$ cat src/rtl/instruction_loader.sv
`default_nettype none
// ============================================================================
// Module   : instruction_loader
// Brief    : Boot-time loader that assembles a big-endian byte stream into
//            32-bit instruction words, writes them to instruction memory and
//            verifies a trailing XOR checksum byte.
// Revision : 1.0
// ============================================================================
module instruction_loader #(
    parameter logic [31:0] BASE_ADDR = 32'd0,
    parameter int          MAX_WORDS = 256
) (
    input  logic        clock,
    input  logic        reset_n,
    input  logic        start,
    input  logic [8:0]  length,
    input  logic [7:0]  byte_in,
    input  logic        byte_valid,
    output logic        byte_ready,
    output logic        mem_we,
    output logic [31:0] mem_addr,
    output logic [31:0] mem_wdata,
    output logic        busy,
    output logic        done,
    output logic        error
);

    localparam logic [8:0] c_max_len = 9'(MAX_WORDS);

    typedef enum logic [2:0] {
        IDLE  = 3'd0,
        RECV  = 3'd1,
        WRITE = 3'd2,
        CHECK = 3'd3,
        DONE  = 3'd4
    } state_t;

    state_t      state_q,      state_d;
    logic [8:0]  len_q,        len_d;
    logic [8:0]  word_idx_q,   word_idx_d;
    logic [1:0]  byte_idx_q,   byte_idx_d;
    logic [7:0]  acc_q,        acc_d;
    logic [23:0] word_q,       word_d;
    logic        byte_ready_q, byte_ready_d;
    logic        mem_we_q,     mem_we_d;
    logic [31:0] mem_addr_q,   mem_addr_d;
    logic [31:0] mem_wdata_q,  mem_wdata_d;
    logic        busy_q,       busy_d;
    logic        done_q,       done_d;
    logic        error_q,      error_d;

    logic        w_fire;
    logic [8:0]  w_len_clamped;
    logic [8:0]  w_next_idx;

    assign w_fire        = byte_valid && byte_ready_q;
    assign w_len_clamped = (length > c_max_len) ? c_max_len : length;
    assign w_next_idx    = word_idx_q + 9'd1;

    always_comb begin
        state_d      = state_q;
        len_d        = len_q;
        word_idx_d   = word_idx_q;
        byte_idx_d   = byte_idx_q;
        acc_d        = acc_q;
        word_d       = word_q;
        byte_ready_d = byte_ready_q;
        mem_we_d     = 1'b0;
        mem_addr_d   = mem_addr_q;
        mem_wdata_d  = mem_wdata_q;
        busy_d       = busy_q;
        done_d       = done_q;
        error_d      = error_q;

        case (state_q)
            IDLE, DONE: begin
                if (start) begin
                    len_d      = w_len_clamped;
                    word_idx_d = 9'd0;
                    byte_idx_d = 2'd0;
                    acc_d      = 8'd0;
                    error_d    = 1'b0;
                    if (w_len_clamped == 9'd0) begin
                        state_d      = DONE;
                        done_d       = 1'b1;
                        busy_d       = 1'b0;
                        byte_ready_d = 1'b0;
                    end else begin
                        state_d      = RECV;
                        done_d       = 1'b0;
                        busy_d       = 1'b1;
                        byte_ready_d = 1'b1;
                    end
                end
            end
            RECV: begin
                if (w_fire) begin
                    // Shift in MSB-first so the first byte lands in [31:24]
                    word_d     = {word_q[15:0], byte_in};
                    acc_d      = acc_q ^ byte_in;
                    byte_idx_d = byte_idx_q + 2'd1;
                    if (byte_idx_q == 2'd3) begin
                        state_d      = WRITE;
                        byte_ready_d = 1'b0;
                        mem_we_d     = 1'b1;
                        mem_addr_d   = BASE_ADDR + {23'd0, word_idx_q};
                        mem_wdata_d  = {word_q, byte_in};
                    end
                end
            end
            WRITE: begin
                word_idx_d   = w_next_idx;
                byte_ready_d = 1'b1;
                state_d      = (w_next_idx == len_q) ? CHECK : RECV;
            end
            CHECK: begin
                if (w_fire) begin
                    error_d      = (byte_in != acc_q);
                    done_d       = 1'b1;
                    busy_d       = 1'b0;
                    byte_ready_d = 1'b0;
                    state_d      = DONE;
                end
            end
            default: begin
                state_d      = IDLE;
                byte_ready_d = 1'b0;
                busy_d       = 1'b0;
            end
        endcase
    end

    always_ff @(posedge clock or negedge reset_n) begin
        if (!reset_n) begin
            state_q      <= IDLE;
            len_q        <= 9'd0;
            word_idx_q   <= 9'd0;
            byte_idx_q   <= 2'd0;
            acc_q        <= 8'd0;
            word_q       <= 24'd0;
            byte_ready_q <= 1'b0;
            mem_we_q     <= 1'b0;
            mem_addr_q   <= 32'd0;
            mem_wdata_q  <= 32'd0;
            busy_q       <= 1'b0;
            done_q       <= 1'b0;
            error_q      <= 1'b0;
        end else begin
            state_q      <= state_d;
            len_q        <= len_d;
            word_idx_q   <= word_idx_d;
            byte_idx_q   <= byte_idx_d;
            acc_q        <= acc_d;
            word_q       <= word_d;
            byte_ready_q <= byte_ready_d;
            mem_we_q     <= mem_we_d;
            mem_addr_q   <= mem_addr_d;
            mem_wdata_q  <= mem_wdata_d;
            busy_q       <= busy_d;
            done_q       <= done_d;
            error_q      <= error_d;
        end
    end

    assign byte_ready = byte_ready_q;
    assign mem_we     = mem_we_q;
    assign mem_addr   = mem_addr_q;
    assign mem_wdata  = mem_wdata_q;
    assign busy       = busy_q;
    assign done       = done_q;
    assign error      = error_q;

endmodule
`default_nettype wire

$ cat config.mk
export PLATFORM = sky130hd
export DESIGN_NAME = instruction_loader
export DESIGN_NICKNAME = d
export VERILOG_FILES = /design/src/rtl/instruction_loader.sv
export SDC_FILE = /design/constraint.sdc
export NUM_CORES = 1
export LEC_CHECK = 0
export ABC_AREA = 0
export BUFFER_PORTS_ARGS = -buffer_cell sky130_fd_sc_hd__buf_2
export CAP_MARGIN = 0
export CORE_ASPECT_RATIO = 1.5
export CORE_MARGIN = 2
export CORE_UTILIZATION = 40
export DETAILED_ROUTE_END_ITERATION = 8
export PLACE_DENSITY = 0.58
export SLEW_MARGIN = 20
export SYNTH_ARGS = -nofsm -noshare
export SYNTH_HDL_FRONTEND = slang
export SYNTH_SLANG_ARGS = --single-unit
$ cat constraint.sdc
create_clock -name clock -period 3.3 [get_ports clock]
set_input_delay 0.66 -clock clock [delete_from_list [all_inputs] [get_ports clock]]
set_output_delay 0.66 -clock clock [all_outputs]
set_load 0.03 [all_outputs]
# After elaboration in Yosys (flattened, before gate mapping)
# Cells that the tools add are included.
[word_totals] regBits=101 in_bits=21 out_inout_bits=69 elab_cells=78
[op_classes] add_sub_neg=2 n_lt_le_gt_ge=1 eq_ne=11 n_mux=33 bitwise=2 n_reduce_logical=16
[op_table] op="2-to-1 mux 9 bit" n=2
[op_table] op="one-hot mux 9 bit (2 select lines)" n=1
[op_table] op="2-to-1 mux 8 bit" n=2
[op_table] op="one-hot mux 8 bit (2 select lines)" n=1
[op_table] op="2-to-1 mux 3 bit" n=5
[op_table] op="2-to-1 mux 1 bit" n=13
[op_table] op="one-hot mux 3 bit (4 select lines)" n=1
[op_table] op="AND reduction 3 bit" n=4
[op_table] op="adder 9 x 1 -> 9 bit, second input constant" n=1
[op_table] op="equality test 9 bit" n=1
[op_table] op="> comparator 9 bit, second input constant" n=1
[op_table] op="zero test 9 bit" n=1
[op_table] op="inequality test 2 bit, second input constant" n=4
[op_table] op="inequality test 8 bit" n=1
[op_table] op="XOR 8 bit" n=1
[op_table] op="equality test 3 x 2 -> 1 bit, second input constant" n=2
[op_table] op="2-to-1 mux 2 bit" n=3
[op_table] op="AND reduction 2 bit" n=3
[op_table] op="nonzero test 2 bit" n=3
[op_table] op="one-hot mux 1 bit (2 select lines)" n=2
[op_table] op="one-hot mux 1 bit (4 select lines)" n=1
[op_table] op="one-hot mux 2 bit (2 select lines)" n=1
[op_table] op="AND reduction 4 bit" n=1
[op_table] op="OR reduction 2 bit" n=2
[op_table] op="other kinds (8)" n=8

# Depth between registers and ports, before layout
# Gate-level depths: netlist of run 1.
[logic_depth] ltp_word=6 depth_mapped=8 mapped_depth_nobuf=6

# Least setup slack after synthesis of run 1
# OpenSTA, ideal clock, no wires.
[synth_path] kind="input port to flip-flop" from="in length[3]" to="reg state_q[0]" setup_time_ns=0.121 arrival_ns=1.815 required_time_ns=3.179 slack_ns=1.364 path_stages=5 path_buffers=0 path_cell_list="or4_4 nor4_4 inv_2 o22a_1 o22a_1"
[synth_between] elab_chain_cells=6
[synth_lines] element="start: declaration" line_no="16" text="input logic [8:0] length,"
[synth_lines] element="> comparator 9 bit" line_no="57" text="assign w_len_clamped = (length > c_max_len) ? c_max_len : length;"
[synth_lines] element="2-to-1 mux 9 bit *" line_no="57"
[synth_lines] element="zero test 9 bit *" line_no="83" text="if (w_len_clamped == 9'd0) begin"
[synth_lines] element="2-to-1 mux 3 bit *" line_no="83"
[synth_lines] element="2-to-1 mux 3 bit *" line_no="77" text="if (start) begin"
[synth_lines] element="one-hot mux 3 bit (4 select lines) *" line_no="75" text="case (state_q)"
[synth_lines] element="end signal: assignment" line_no="149" text="state_q <= state_d;"
[synth_lines] element="end: declaration" line_no="38" text="state_t state_q, state_d;"
# Every way passes the cells marked *; elsewhere a longest branch is shown, timed or not. The select of a mux whose other input is x is not followed.
# A chain may end at the register's enable or synchronous reset.

# Worst setup path in the final report of run 1
[layout_path] from="reg state_q[2]" to="reg mem_addr_q[4] (netlist: mem_addr[4])"
[layout_between] elab_chain_cells=2
[layout_lines] element="equality test 3 x 1 -> 1 bit" line_no="75"
[layout_lines] element="AND reduction 3 bit (no source line)"
[layout_lines] element="end signal: assignment" line_no="157" text="mem_addr_q <= mem_addr_d;"
[layout_lines] element="end: declaration" line_no="46" text="logic [31:0] mem_addr_q, mem_addr_d;"
# Every way passes these cells.

==> impl_metrics.yaml, run 1 <==
worst_setup_path:
  critPathMaxFanout: 25
  r2r-start: "state_q[2]"
  arrival_ns: 2.25
  crit_start: "state_q[2]"
  crit_path_start_kind: "flip-flop"
  required_ns: 3.52
  cp-end-kind: "flip-flop"
  path_class: "reg2reg"
global_route:
  use_met2: 0.240
  grt_use_total: 0.152
  grt_max_degree: 53
  grt_pass1_vias: 3043
  grt-busiest-layer: "met2"
  met1_usage: 0.201
  grt_pass1_wl_mm: 14.9
  grt_overflow: 0
  antenna_found_initial: 0
  grtUsageMet3: 0.0384
cts:
  cts_max_level: 3
  cts_sinks: 101
  cts_tree: "done"
  cts_root_buf: "clkbuf_16"
  clk_latency_ns: 0.35
  path_clk_slew_ns: 0.08
  holdBufCountCts: 0
  post-cts-setup-buffers: 0
  clk_path_buf_depth: 2
  post_cts_resized: 0
  cts-buffers-inserted: 9
synthesis:
  yosys_warnings: 0
  synth_area_um2: 4590
  yosys.area.top_type: "dfrtp_1"
  yosys-top-cells-area: "dfrtp_1 55%, mux2_1 9.6%, nand2_1 8.1%"
  avgSynthCellArea_um2: 10.6
  seq_area_frac_synth: 0.551
  synth_cells: 435
  synth_seq_cells: 101
  netlist.area_leader.share: 0.551
  ys_types: 41
timing:
  relSlewSlack: 0.564
  tightest_slew_ns: 0.654
  fmax_ghz: 0.494
  fin_crit_sh: 0.614
  period_needed_ns: 2.03
  rsz0062_at_grt: "false"
  tns_ns: 0
  maxSlewViolCount: 0
  skew_ns: 0.00843
  hold_viol_final: 0
  setup_viol_count_final: 0
  worst_hold_slack_ns: 0.337
pwr:
  power_density_nw_per_um2: 851
  pwr-share-seq: 0.454
  intPower_w: 0.00274
  p_switching_w: 0.00173
  peakVddDrop_v: 0.000557
  clockPowerShare: 0.240
  combPwrFrac: 0.306
  power_switching_share: 0.386
  p_leak_nw: 2.73
drt:
  route.detailed.drc: 0
  drt_iter0_drc: 197
  wirelength_mm: 8.90
  wl_per_cell_um: 13.8
  vias: 3164
  dr.pass1.iters: 4
  viasPerCell: 4.90
  final_antenna_net_count: 0
floorplan:
  row_count: 47
  start_util: 0.413
  fp.coreArea_um2: 11100
  die_area_um2: 12400
  die_w_um: 91.5
  pin_count: 90
  dieHeight_um: 135
final_layout:
  fin_util: 0.472
  num-fill-cells: 1045
  multi_input_area_um2: 1850
  num_antenna_cells: 0
  layout.cells.most_common: "dfrtp_1"
  final_cells: 646
  synthToLayoutAreaGrowth_pct: 14.4
  drive_above_1_share: 0.196
  final_cell_mix: "101 x dfrtp_1, 99 x nand2_1, 65 x buf_2"
  layout.nets: 517
  regArea_um2: 2530
placement:
  io_buffers: 66
  dp_hpwl_mm: 6.19
  gp_congestion: 0.816
  place_inst: 630
worst_hold_path:
  hold_path.class: "in2async"
run:
  maxCapViolCount: 0
outcome:
  outcome: "finished clean"
routing by layer:
metal	routed length [µm]	share of wire	up-vias
met5	0	0	-
met4	179	0.020	0
met3	355	0.040	15
met2	4350	0.49	81
met1	4010	0.45	1521
li1	-	-	1547
final timing paths:
path / to / slack, ns / depth (start not counted)
worst max-delay path: mem_addr[4] / 1.27 / 5
worst min-delay path: mem_wdata[20] / 0.34 / 1
worst max register to register: mem_addr[4] / 1.27 / 5
worst min register to register: word_q[18] / 0.48 / 2
max in group asynchronous: len_q[2] / 2.25 / 2
min in group clock: word_q[18] / 0.48 / 2
flip-flops by register name, indices dropped and copies added, names as in the netlist:
signal and flops:
done 1, error 1, word_q 24, mem_addr 9
byte_ready 1, busy 1, acc_q 8, mem_wdata 32
word_idx_q 9, mem_we 1, byte_idx_q 2, state_q 3
len_q 9
critical path, stage by stage, from the launching register on:
cell      delay, ns
dfrtp_1        0.45
nand2b_2       0.24
nor3_4         0.13
and2_2         0.47
buf_12         0.25
mux2_1         0.35
through the flow:
step / setup slack, ns / total power [W] / instance area, µm²
finish: 1.27 / 0.00447 / 5250
global route: 1.15 / 0.00478 / 5250
CTS: 1.25 / 0.00451 / 5250
detailed placement: 1.00 / 0.00343 / 4950
global placement: 1.06 / 0.00338 / 4950
floorplan: 1.36 / 0.00303 / 4670
logic make-up after synthesis:
logic type | count (synthesis) | synth area share
other cells | 1 | 0.000817
simple gates | 157 | 0.156
fa+ha+maj | 2 | 0.00545
mux | 41 | 0.101
xor+xnor | 19 | 0.0363
flops | 101 | 0.551
buf+inv | 45 | 0.0643
compound gates | 69 | 0.0856
power groups by stage:
stage	clock network (W)	logic, W	registers, W
floorplan	0	0.000808	0.00222
global placement	0	0.00135	0.00203
detailed placement	0	0.00139	0.00205
CTS	0.00110	0.00139	0.00203
global route	0.00115	0.00153	0.00209
finish	0.00107	0.00137	0.00203
cell type report:
cell class	count	area share
repair buffers	69	0.0724
clock buffers	10	0.0455
clock inverters	6	0.0117
flip-flops and latches	101	0.481
inverters	2	0.00143
multi-input cells	311	0.353
well taps	147	0.0350
synth_stat cells (all sizes together):
master   instances
o2111ai          1
o22a             3
nand2b          10
o31ai            5
xor2             2
nand4            5
a21oi            9
nor2b            1
nand3            6
dfrtp          101
mux2            41
nor3             2
a31oi            1
nand2          101
conb             1
or4              1
inv              2
clkbuf          10
xnor2           17
o22ai            2
nor2            18
buf             33
nor4             2
and3             2
and2             5
ha               2
a22o             1
a31o             2
a21o             2
o21ai           43
nor3b            1
or3              2
and4             1
Note: power is estimated with default switching activity, not from simulation.
==> inputs of run 2 (changes only) <==
==> constraint.sdc (replaced) <==
create_clock -name clock -period 1.9 [get_ports clock]
set_input_delay 0.38 -clock clock [delete_from_list [all_inputs] [get_ports clock]]
set_output_delay 0.38 -clock clock [all_outputs]
set_load 0.03 [all_outputs]
==> impl_metrics.yaml, run 2 (synthesis results as in run 1) <==
outcome:
  outcome: "finished clean"
cts:
  cts_tree: "done"
  cts_max_level: 3
  holdBufCountCts: 0
  cts-buffers-inserted: 9
  cts_sinks: 101
  cts_root_buf: "clkbuf_16"
  clk_latency_ns: 0.34
  path_clk_slew_ns: 0.07
  clk_path_buf_depth: 2
final_layout:
  final_cell_mix: "101 x dfrtp_1, 99 x nand2_1, 65 x buf_2"
  fin_area_um2: 5370
  multi_input_area_um2: 1870
  drive_above_1_share: 0.222
  num-fill-cells: 1066
  largest_reg_flops: 32
  layout.nets: 531
  synthToLayoutAreaGrowth_pct: 17.1
  num_antenna_cells: 0
  layout.cells.most_common: "dfrtp_1"
  regArea_um2: 2530
placement:
  dp_hpwl_mm: 6.34
  io_buffers: 66
  gp_congestion: 0.865
  placed_area_um2: 5050
floorplan:
  dieHeight_um: 135
  row_count: 47
  die_w_um: 91.5
  die_area_um2: 12400
  fp.coreArea_um2: 11100
  start_util: 0.413
  pin_count: 90
global_route:
  grt_use_total: 0.155
  grt_pass1_vias: 3188
  grtUsageMet3: 0.0317
  met1_usage: 0.207
  grt_max_degree: 102
  grt_overflow: 0
  antenna_found_initial: 0
  use_met2: 0.254
  grt_pass1_wl_mm: 15.4
  grt-busiest-layer: "met2"
pwr:
  p_leak_nw: 2.79
  power_density_nw_per_um2: 1450
  peakVddDrop_v: 0.000644
worst_setup_path:
  critPathMaxFanout: 4
  crit_path_start_kind: "flip-flop"
  r2r_cells: 6
  r2r_slack_ns: 0.18
  path_class: "reg2reg"
  arrival_ns: 1.96
  r2r_end: "state_q[1]"
  required_ns: 2.14
  cp-end-kind: "flip-flop"
  crit_start: "word_idx_q[1]"
  r2r-start: "word_idx_q[1]"
timing:
  fin_crit_sh: 0.905
  setup_viol_count_final: 0
  maxSlewViolCount: 0
  relSlewSlack: 0.625
  rsz0062_at_grt: "false"
  skew_ns: 0.00660
  tightest_slew_ns: 0.562
  period_needed_ns: 1.72
  fmax_ghz: 0.582
  tns_ns: 0
  hold_viol_final: 0
drt:
  dr.pass1.iters: 4
  vias: 3168
  drt_iter0_drc: 168
  viasPerCell: 4.80
  final_antenna_net_count: 0
  wirelength_mm: 9.06
  wl_per_cell_um: 13.7
  route.detailed.drc: 0
worst_hold_path:
  hold_path.class: "in2async"
run:
  maxCapViolCount: 0
[run 2: cell count changes in the layout (fill, tap and decap cells not counted), sizes merged]
cell / previous run / this run
inv: 7 / 3
clkinv: 0 / 3
buf: 69 / 83
clkinvlp: 1 / 2
[run 2: worst max-delay path by stage]
| stage | endpoint | slack (ns) |
|---|---|---|
| floorplan | mem_wdata[10] | 0.04 |
| global placement | state_q[0] | 0.09 |
| CTS | state_q[1] | 0.05 |
| global route | state_q[1] | 0.02 |
| detailed placement | state_q[0] | 0.06 |
| finish | state_q[1] | 0.18 |
[run 2: power by group]
part	switching [W]	internal [W]	total [W]
clock	0.000836	0.000945	0.00178
combinational	0.00154	0.000960	0.00250
sequential	0.000582	0.00291	0.00349
total	0.00296	0.00481	0.00777
[run 2: per-stage QoR]
step / cells / setup WS [ns] / util / hold WS, ns / total power (W)
after floorplan: 457 / 0.0368 / - / 0.0844 / 0.00527
after global placement: 643 / 0.0888 / 0.454 / 0.458 / 0.00592
after detailed placement: 643 / 0.0611 / 0.454 / 0.465 / 0.00601
after CTS: 659 / 0.0524 / 0.481 / 0.125 / 0.00782
after global routing: 660 / 0.0231 / 0.483 / 0.139 / 0.00832
final: 660 / 0.180 / 0.483 / 0.0586 / 0.00777
[run 2: final cells by class]
class / count / share of cell area
Inverter: 2 / 0.00140
Multi-Input combinational cell: 311 / 0.348
Timing Repair Buffer: 83 / 0.0904
Clock buffer: 10 / 0.0445
Clock inverter: 6 / 0.0107
Tap cell: 147 / 0.0342
Sequential cell: 101 / 0.470
[run 2: routing by layer]
layer	wire, µm	part of all wire
met1	4040	0.45
met2	4580	0.51
met3	311	0.034
met4	126	0.014
met5	0	0
[run 2: what timing repair did]
| item | in CTS | in global routing |
|---|---|---|
| setup buffers | 0 | 1 |
| setup endpoints to repair | 0 | 9 |
| gates resized for setup | 0 | 4 |
[run 2: worst max-delay path: stages (launching register included)]
cell	delay, ns
dfrtp_1	0.44
ha_4	0.30
xnor2_1	0.11
o21ai_1	0.10
nor4_2	0.29
o2111ai_1	0.16
o31ai_1	0.23
